[src/rtl/sram_bank_bridge_if.sv]
// picorv32 native memory bus as seen by the SRAM bridge.
// The master drives the request, the slave returns data, ready and the out-of-range flag.
interface sram_bank_bridge_if;
  logic        mem_valid;
  logic        mem_instr;
  logic [31:0] mem_addr;
  logic [31:0] mem_wdata;
  logic [3:0]  mem_wstrb;
  logic [31:0] mem_rdata;
  logic        mem_ready;
  logic        oob_err;

  modport master (
    output mem_valid, mem_instr, mem_addr, mem_wdata, mem_wstrb,
    input  mem_rdata, mem_ready, oob_err
  );

  modport slave (
    input  mem_valid, mem_instr, mem_addr, mem_wdata, mem_wstrb,
    output mem_rdata, mem_ready, oob_err
  );
endinterface

[src/rtl/sram_bank_bridge.sv]
// picorv32 bus to NUM_BANKS x 4 byte-lane sram_8_1024 macros; fixed 3-cycle access (accept, WAIT, RESP).
// No backpressure: a request is taken in IDLE and mem_valid is ignored until the RESP cycle has passed.
module sram_bank_bridge #(
  parameter int unsigned NUM_BANKS = 1,
  parameter logic [31:0] BASE_ADDR = 32'h0000_0000
) (
  input  logic                       clk,
  input  logic                       rst,
  sram_bank_bridge_if.slave          bus,
  output logic [NUM_BANKS*4-1:0]     sram_csb0_o,
  output logic [NUM_BANKS*4-1:0]     sram_web0_o,
  output logic [9:0]                 sram_addr0_o,
  output logic [31:0]                sram_din0_o,
  input  logic [NUM_BANKS*32-1:0]    sram_dout0_i
);

  localparam int unsigned BW  = $clog2(NUM_BANKS);
  localparam int unsigned BIW = (BW == 0) ? 1 : BW;

  typedef enum logic [1:0] {S_IDLE, S_WAIT, S_RESP} state_t;

  state_t          state_q;
  logic            wr_q;
  logic            in_range_q;
  logic [BIW-1:0]  bank_q;
  logic            ready_q;
  logic            oob_q;
  logic [31:0]     rdata_q;

  logic            accept;
  logic            wr;
  logic            in_range;
  logic [BIW-1:0]  bank;
  logic [31:0]     bank_dout;
  logic            unused_ok;

  assign wr        = |bus.mem_wstrb;
  assign in_range  = (bus.mem_addr >> (12 + BW)) == (BASE_ADDR >> (12 + BW));
  assign bank      = BIW'((bus.mem_addr >> 12) & (NUM_BANKS - 1));
  assign accept    = (state_q == S_IDLE) && bus.mem_valid && !rst;
  assign bank_dout = sram_dout0_i[32*bank_q +: 32];
  assign unused_ok = ^{bus.mem_instr, bus.mem_addr[1:0]};

  assign sram_addr0_o = bus.mem_addr[11:2];
  assign sram_din0_o  = bus.mem_wdata;

  // Macros latch their inputs on the accepting edge, so they are driven only in that cycle.
  always_comb begin
    sram_csb0_o = '1;
    sram_web0_o = '1;
    if (accept && in_range) begin
      for (int b = 0; b < NUM_BANKS; b++) begin
        if (bank == BIW'(b)) begin
          for (int n = 0; n < 4; n++) begin
            if (!wr || bus.mem_wstrb[n]) begin
              sram_csb0_o[b*4+n] = 1'b0;
              sram_web0_o[b*4+n] = !wr;
            end
          end
        end
      end
    end
  end

  always_ff @(posedge clk) begin
    if (rst) begin
      state_q    <= S_IDLE;
      wr_q       <= 1'b0;
      in_range_q <= 1'b0;
      bank_q     <= '0;
      ready_q    <= 1'b0;
      oob_q      <= 1'b0;
      rdata_q    <= '0;
    end else begin
      case (state_q)
        S_IDLE: begin
          if (bus.mem_valid) begin
            wr_q       <= wr;
            in_range_q <= in_range;
            bank_q     <= bank;
            state_q    <= S_WAIT;
          end
        end
        S_WAIT: begin
          rdata_q <= (in_range_q && !wr_q) ? bank_dout : 32'h0;
          ready_q <= 1'b1;
          oob_q   <= !in_range_q;
          state_q <= S_RESP;
        end
        S_RESP: begin
          ready_q <= 1'b0;
          oob_q   <= 1'b0;
          state_q <= S_IDLE;
        end
        default: state_q <= S_IDLE;
      endcase
    end
  end

  assign bus.mem_ready = ready_q;
  assign bus.oob_err   = oob_q;
  assign bus.mem_rdata = rdata_q;

endmodule

[src/flat_wrapper.sv]
// flat-port wrapper written by rule: the top's interface ports become plain ports
module sram_bank_bridge_flat 
#(
  parameter int unsigned NUM_BANKS = 1,
  parameter logic [31:0] BASE_ADDR = 32'h0000_0000
)
  (clk, rst, sram_csb0_o, sram_web0_o, sram_addr0_o, sram_din0_o, sram_dout0_i, bus_mem_valid, bus_mem_instr, bus_mem_addr, bus_mem_wdata, bus_mem_wstrb, bus_mem_rdata, bus_mem_ready, bus_oob_err);
  sram_bank_bridge_if bus_i ();
  input  logic clk;
  input  logic rst;
  output logic [NUM_BANKS*4-1:0] sram_csb0_o;
  output logic [NUM_BANKS*4-1:0] sram_web0_o;
  output logic [9:0] sram_addr0_o;
  output logic [31:0] sram_din0_o;
  input  logic [NUM_BANKS*32-1:0] sram_dout0_i;
  input wire logic [$bits(bus_i.mem_valid)-1:0] bus_mem_valid;
  input wire logic [$bits(bus_i.mem_instr)-1:0] bus_mem_instr;
  input wire logic [$bits(bus_i.mem_addr)-1:0] bus_mem_addr;
  input wire logic [$bits(bus_i.mem_wdata)-1:0] bus_mem_wdata;
  input wire logic [$bits(bus_i.mem_wstrb)-1:0] bus_mem_wstrb;
  output wire logic [$bits(bus_i.mem_rdata)-1:0] bus_mem_rdata;
  output wire logic [$bits(bus_i.mem_ready)-1:0] bus_mem_ready;
  output wire logic [$bits(bus_i.oob_err)-1:0] bus_oob_err;
  assign bus_i.mem_valid = bus_mem_valid;
  assign bus_i.mem_instr = bus_mem_instr;
  assign bus_i.mem_addr = bus_mem_addr;
  assign bus_i.mem_wdata = bus_mem_wdata;
  assign bus_i.mem_wstrb = bus_mem_wstrb;
  assign bus_mem_rdata = bus_i.mem_rdata;
  assign bus_mem_ready = bus_i.mem_ready;
  assign bus_oob_err = bus_i.oob_err;
  sram_bank_bridge #(.NUM_BANKS(NUM_BANKS), .BASE_ADDR(BASE_ADDR)) u_core (.clk(clk), .rst(rst), .bus(bus_i), .sram_csb0_o(sram_csb0_o), .sram_web0_o(sram_web0_o), .sram_addr0_o(sram_addr0_o), .sram_din0_o(sram_din0_o), .sram_dout0_i(sram_dout0_i));
endmodule
[config.mk]
export PLATFORM = sky130hd
export DESIGN_NAME = sram_bank_bridge_flat
export DESIGN_NICKNAME = d
export VERILOG_FILES = /design/src/rtl/sram_bank_bridge_if.sv /design/src/rtl/sram_bank_bridge.sv /design/src/flat_wrapper.sv
export SDC_FILE = /design/constraint.sdc
export NUM_CORES = 1
export LEC_CHECK = 0
export CAP_MARGIN = 5
export CORE_ASPECT_RATIO = 1.1
export CORE_MARGIN = 2
export CORE_UTILIZATION = 32
export DETAILED_ROUTE_END_ITERATION = 10
export GPL_TIMING_DRIVEN = 1
export PLACE_DENSITY = 0.86
export RECOVER_POWER = 25
export SYNTH_ARGS = -nofsm -noshare
export SYNTH_HDL_FRONTEND = slang
export SYNTH_SLANG_ARGS = --single-unit
[constraint.sdc]
create_clock -name clk -period 3.45 [get_ports clk]
set_input_delay 0.345 -clock clk [delete_from_list [all_inputs] [get_ports clk]]
set_output_delay 0.345 -clock clk [all_outputs]
set_load 0.02 [all_outputs]
==> qor.yml, run 1 <==
hold_buffers: 0
yosysWarnings: 0
nets: 392
p_leak_uw: 0.00103
crit_path_end_kind: "output port"
top_layer_used: "met5"
cts-htree-levels: 2
crit_slowest_cell: "clkdlybuf4s50_1"
setup_viol: 0
via_per_inst: 4.66
drt_iter0_markers: 48
routed-wl-met2_mm: 2.24
ant_nets: 0
place_ws_ns: 0.605
regArea_um2: 761
ys_ff_latch: 38
path_delay_family: "simple AND/OR/NAND/NOR gates"
crit_path_start_kind: "primary input"
core_um2: 5730
maxCapViolCount: 0
cts-root-buf: "clkbuf_8"
timing.setup.tns_ns: 0
finalClockSkew_ns: 0.00238
cts_setup_buffers: 0
num_rows: 29
ios: 188
layout_min_cycle_time_ns: 2.83
cpPeakStageDelay_ns: 0.57
grt_pass1_vias: 1730
cp_cell_sequence: "clkdlybuf4s50_1 > or4_4 > nor4_4 > o211ai_1 > clkdlybuf4s50_1"
drive_gt1_share_pct: 3.53
antenna_found_initial: 2
wl_met1_mm: 1.67
grtUsageTotal_pct: 14.8
wire_per_inst_um: 13.0
cts_buffers: 5
finalHoldViolCount: 0
ys_seq_area_share_pct: 40.1
fmax_mhz: 353
cts.clk_slew.worst_paths_ns: 0.07
crit_buf_inv: 2
gp_congestion: 0.702
cp.required_ns: 3.11
start_util_pct: 33.1
dr.pass1.iters: 4
fin_hold_ws_ns: 0.496
vias: 1683
power_uw: 910
fin_util_pct: 47.7
period_share_pct: 82.2
slew_headroom_pct: 22.0
vdd_drop_max_uv: 182
gr-total-overflow: 0
synthToLayoutAreaGrowth_pct: 44.2
synth_nets: 336
wl_met3_um: 505
syn_area_per_cell_um2: 8.35
setup_ws_ns: 0.615
hp-class: "reg -> reg"
syn_inst: 227
cts_sinks: 38
port_buffers: 100
nFillCells: 557
power.density_nw_per_um2: 333
clk_path_buf_depth: 2
cts_tree: "done"
critPathArrivalTime_ns: 2.49
outcome: "complete, no violations"
path_class: "in -> out"
grt_pass1_wl_mm: 7.77
drc: 0
ys_types: 23
maxSlewViolCount: 0
tightest_slew_ns: 1.17
cts_resized: 0
synth_area_um2: 1900
rsz0062_at_grt: "false"
drt_wl_total_mm: 4.69
die_w_um: 77.4
grt_max_degree: 39
chipHeight_um: 84.7
crit_fanout: 9
die-area_um2: 6560
clock_latency_ns: 0.28
dp_hpwl_mm: 3.45
multiInputGateArea_um2: 763
path_common_cell: "clkdlybuf4s50_1"
stage by stage:
step	area (um2)	std cells
floorplan	1900	227
global placement	2660	353
detailed placement	2660	353
CTS	2730	360
global route	2730	360
finish	2730	361
per-layer routing:
layer  global-route usage (%)  up-vias
met5                        0        -
met4                     10.1        2
met3                     6.56       34
met2                     24.9       81
met1                     14.6      753
li1                         -      813
cell usage in the layout, fill, tap and decap left out:
cell	instances
a211oi_1	1
a21oi_1	33
a311oi_1	1
a32o_1	1
and3b_1	1
and4_1	1
buf_4	3
clkbuf_1	2
clkbuf_8	5
clkdlybuf4s50_1	100
dfxtp_1	38
diode_2	1
ha_1	5
inv_1	3
mux2i_1	3
nand2_1	1
nand2b_1	1
nand3_1	4
nor2_1	37
nor2b_1	32
nor3_1	1
nor4_1	4
nor4_4	1
o211ai_1	4
or4_4	1
cells by family after synthesis:
group	share of synthesized area, %
AOI/OAI and AO/OA	11.7
and+or+nand+nor	23.7
adders and majority gates	3.30
muxes	1.58
DFF	40.1
buffers and inverters	19.6
area by class of cell:
class,instances,share of cell area (%)
sequential,38,27.8
antenna,1,0.0915
inverter,3,0.412
timing repair buffer,103,37.4
multi-input combinational,132,27.9
clock buffer,7,2.79
tap,77,3.52
final timing paths:
path | to | startpoint | slack (ns) | cells past startpoint
worst max-delay path | sram_csb0_o[0] | bus_mem_addr[15] | 0.62 | 5
worst min-delay path | u_core.bus.mem_ready$_SDFFE_PP0P_ | u_core.bus.mem_ready$_SDFFE_PP0P_ | 0.50 | 2
worst max register to register | u_core.bus.mem_rdata[6]$_SDFFE_PP0N_ | u_core.state_q[1]$_SDFFE_PP0P_ | 1.49 | 5
worst min register to register | u_core.bus.mem_ready$_SDFFE_PP0P_ | u_core.bus.mem_ready$_SDFFE_PP0P_ | 0.50 | 2
cells in the mapped netlist, drive strengths merged:
cell | n | area, um2
nor3 | 1 | 5.00
mux2i | 3 | 30.0
nor2b | 32 | 200
a311oi | 1 | 8.76
buf | 43 | 319
a32o | 1 | 10.0
nor4 | 5 | 46.3
nor2 | 37 | 139
clkbuf | 11 | 41.3
and4 | 1 | 8.76
dfxtp | 38 | 761
ha | 5 | 62.6
a21oi | 33 | 165
nand3 | 4 | 20.0
nand2b | 1 | 6.26
o211ai | 4 | 30.0
inv | 3 | 11.3
a211oi | 1 | 7.51
and3b | 1 | 8.76
nand2 | 1 | 3.75
or4 | 1 | 11.3
state kept, by name, summed over array words and instances (netlist names):
register and count:
u_core.bus.mem_rdata 32, u_core.in_range_q 1, u_core.state_q 2, u_core.bus.oob_err 1, u_core.wr_q 1, u_core.bus.mem_ready 1
tightest hold or removal path, stage by stage, from the launching register on:
cell and delay, ns:
dfxtp_1 0.31, nor2_1 0.09, a211oi_1 0.05
power breakdown:
| part | switching, uW | internal, uW |
|---|---|---|
| logic | 77.6 | 92.7 |
| registers | 7.35 | 450 |
| clock network | 143 | 139 |
(Power assumes the default switching activity.)
==> run 2, diff against run 1 <==
--- a/config.mk
+++ b/config.mk
@@ -8,10 +8,10 @@
 export CAP_MARGIN = 5
 export CORE_ASPECT_RATIO = 1.1
 export CORE_MARGIN = 2
-export CORE_UTILIZATION = 32
+export CORE_UTILIZATION = 30
 export DETAILED_ROUTE_END_ITERATION = 10
 export GPL_TIMING_DRIVEN = 1
-export PLACE_DENSITY = 0.86
+export PLACE_DENSITY = 0.82
 export RECOVER_POWER = 25
 export SYNTH_ARGS = -nofsm -noshare
 export SYNTH_HDL_FRONTEND = slang
==> constraint.sdc (replaced) <==
create_clock -name clk -period 2.85 [get_ports clk]
set_input_delay 0.285 -clock clk [delete_from_list [all_inputs] [get_ports clk]]
set_output_delay 0.285 -clock clk [all_outputs]
set_load 0.02 [all_outputs]
==> qor.yml, run 2 (synthesis gave the netlist of run 1 again) <==
outcome: "complete, no violations"
nets: 392
power.switching_uw: 297
cts-root-buf: "clkbuf_8"
drt_iter0_markers: 64
cts_sinks: 38
critPathArrivalTime_ns: 2.41
chipHeight_um: 87.4
hp-class: "reg -> reg"
r2r_end: "u_core.bus.mem_rdata[13]$_SDFFE_PP0N_"
drc: 0
largest_reg_flops: 32
crit_path_start_kind: "primary input"
clk_path_buf_depth: 2
cts-htree-levels: 2
drt_wl_total_mm: 4.91
gp_congestion: 0.710
placedCellCount: 356
grtUsageTotal_pct: 13.7
start_util_pct: 30.8
period_share_pct: 94.7
fmax_mhz: 371
via_per_inst: 4.61
grt_max_degree: 39
p_seq_share_pct: 45.7
port_buffers: 100
layout_min_cycle_time_ns: 2.70
critPathCapture: "sram_csb0_o[2]"
finalHoldViolCount: 0
wl_met3_um: 404
p_sw_share_pct: 24.5
crit_fanout: 9
cp.required_ns: 2.57
crit_path_end_kind: "output port"
final_common_cell: "clkdlybuf4s50_1"
p_leak_uw: 0.00105
rsz0062_at_grt: "false"
drive_gt1_share_pct: 4.58
top_layer_used: "met4"
antenna_found_initial: 0
vias: 1679
hold_buffers: 0
cts_setup_buffers: 0
dr.pass1.iters: 4
routed-wl-met2_mm: 2.40
maxCapViolCount: 0
ios: 188
timing.setup.tns_ns: 0
grt_pass1_wl_mm: 7.49
path_class: "in -> out"
setup_viol: 0
grt_pass1_vias: 1648
power.density_nw_per_um2: 438
cts_buffers: 5
cts_resized: 0
wire_per_inst_um: 13.5
stdcell_count: 364
die-area_um2: 6970
layout_common_cells: "100 x clkdlybuf4s50_1, 38 x dfxtp_1, 37 x nor2_1"
ff2ff_path_depth: 5
wl_met1_mm: 1.83
core_um2: 6160
vdd_drop_max_uv: 249
pwr-share-clk_pct: 37.0
cts.clk_slew.worst_paths_ns: 0.07
place_ws_ns: 0.142
synthToLayoutAreaGrowth_pct: 46.0
comb_power_share_pct: 17.3
slew_headroom_pct: 20.0
num_rows: 30
n_antenna_cell: 0
finalClockSkew_ns: 0.00696
crit_path_start: "bus_mem_addr[15]"
dp_hpwl_mm: 3.57
power_uw: 1210
maxSlewViolCount: 0
r2r_setup_slack_ns: 0.86
tightest_slew_ns: 1.20
setup_ws_ns: 0.152
internal-power_uw: 914
die_w_um: 79.8
gr-total-overflow: 0
ant_nets: 0
r2r-start: "u_core.state_q[1]$_SDFFE_PP0P_"
clock_latency_ns: 0.29
cts_tree: "done"
[run 2: cell count changes in the layout (fill, tap and decap cells not counted)]
cell,previous run,this run
bufinv_16,0,1
diode_2,1,0
clkbuf_1,2,0
clkinv_2,0,2
[run 2: metal layers]
metal | global-route usage (%) | vias up
met5 | 0 | -
met4 | 9.55 | 0
met3 | 5.19 | 38
met2 | 22.1 | 68
met1 | 14.9 | 759
li1 | - | 814
[run 2: metrics by stage]
| stage | cell area (um2) | hold WS (ns) | utilization [%] |
|---|---|---|---|
| 3_5_place_dp | 2660 | 0.487 | 43.2 |
| 5_1_grt | 2770 | 0.541 | 45.0 |
| 3_3_place_gp | 2660 | 0.481 | 43.2 |
| 2_1_floorplan | 1900 | 0.401 | - |
| 6_report | 2770 | 0.506 | 45.0 |
| 4_1_cts | 2770 | 0.501 | 45.0 |
[run 2: critical path: stages]
cell             delay (ns)
clkdlybuf4s50_1        0.40
or4_4                  0.54
nor4_4                 0.45
o211ai_1               0.16
clkdlybuf4s50_1        0.58
[run 2: how the worst min path moves through the flow]
stage | slack [ns] | end | depth (start not counted) | from
2_1_floorplan | 0.40 | u_core.wr_q$_SDFFE_PP0N_ | 1 | bus_mem_valid
3_3_place_gp | 0.48 | u_core.bus.mem_ready$_SDFFE_PP0P_ | 2 | u_core.bus.mem_ready$_SDFFE_PP0P_
3_5_place_dp | 0.49 | u_core.bus.oob_err$_SDFFE_PP0P_ | 2 | u_core.bus.oob_err$_SDFFE_PP0P_
4_1_cts | 0.50 | u_core.bus.mem_ready$_SDFFE_PP0P_ | 2 | u_core.bus.mem_ready$_SDFFE_PP0P_
5_1_grt | 0.54 | u_core.bus.oob_err$_SDFFE_PP0P_ | 2 | u_core.bus.oob_err$_SDFFE_PP0P_
6_report | 0.51 | u_core.bus.mem_ready$_SDFFE_PP0P_ | 2 | u_core.bus.mem_ready$_SDFFE_PP0P_
[run 2: final cells by class]
class	count	area (um2)
clock inverters	3	40.0
fillers	608	3390
well taps	80	100
multi-input cells	132	763
repair buffers	103	1020
clock buffers	5	68.8
flip-flops and latches	38	761
inverters	3	11.3
[run 2: power groups by stage]
stage | registers (uW) | logic [uW] | clock network [uW]
after floorplan | 573 | 167 | 0
after global placement | 565 | 207 | 0
after detailed placement | 565 | 211 | 0
final | 554 | 210 | 448
after global routing | 555 | 229 | 482
after CTS | 553 | 212 | 467
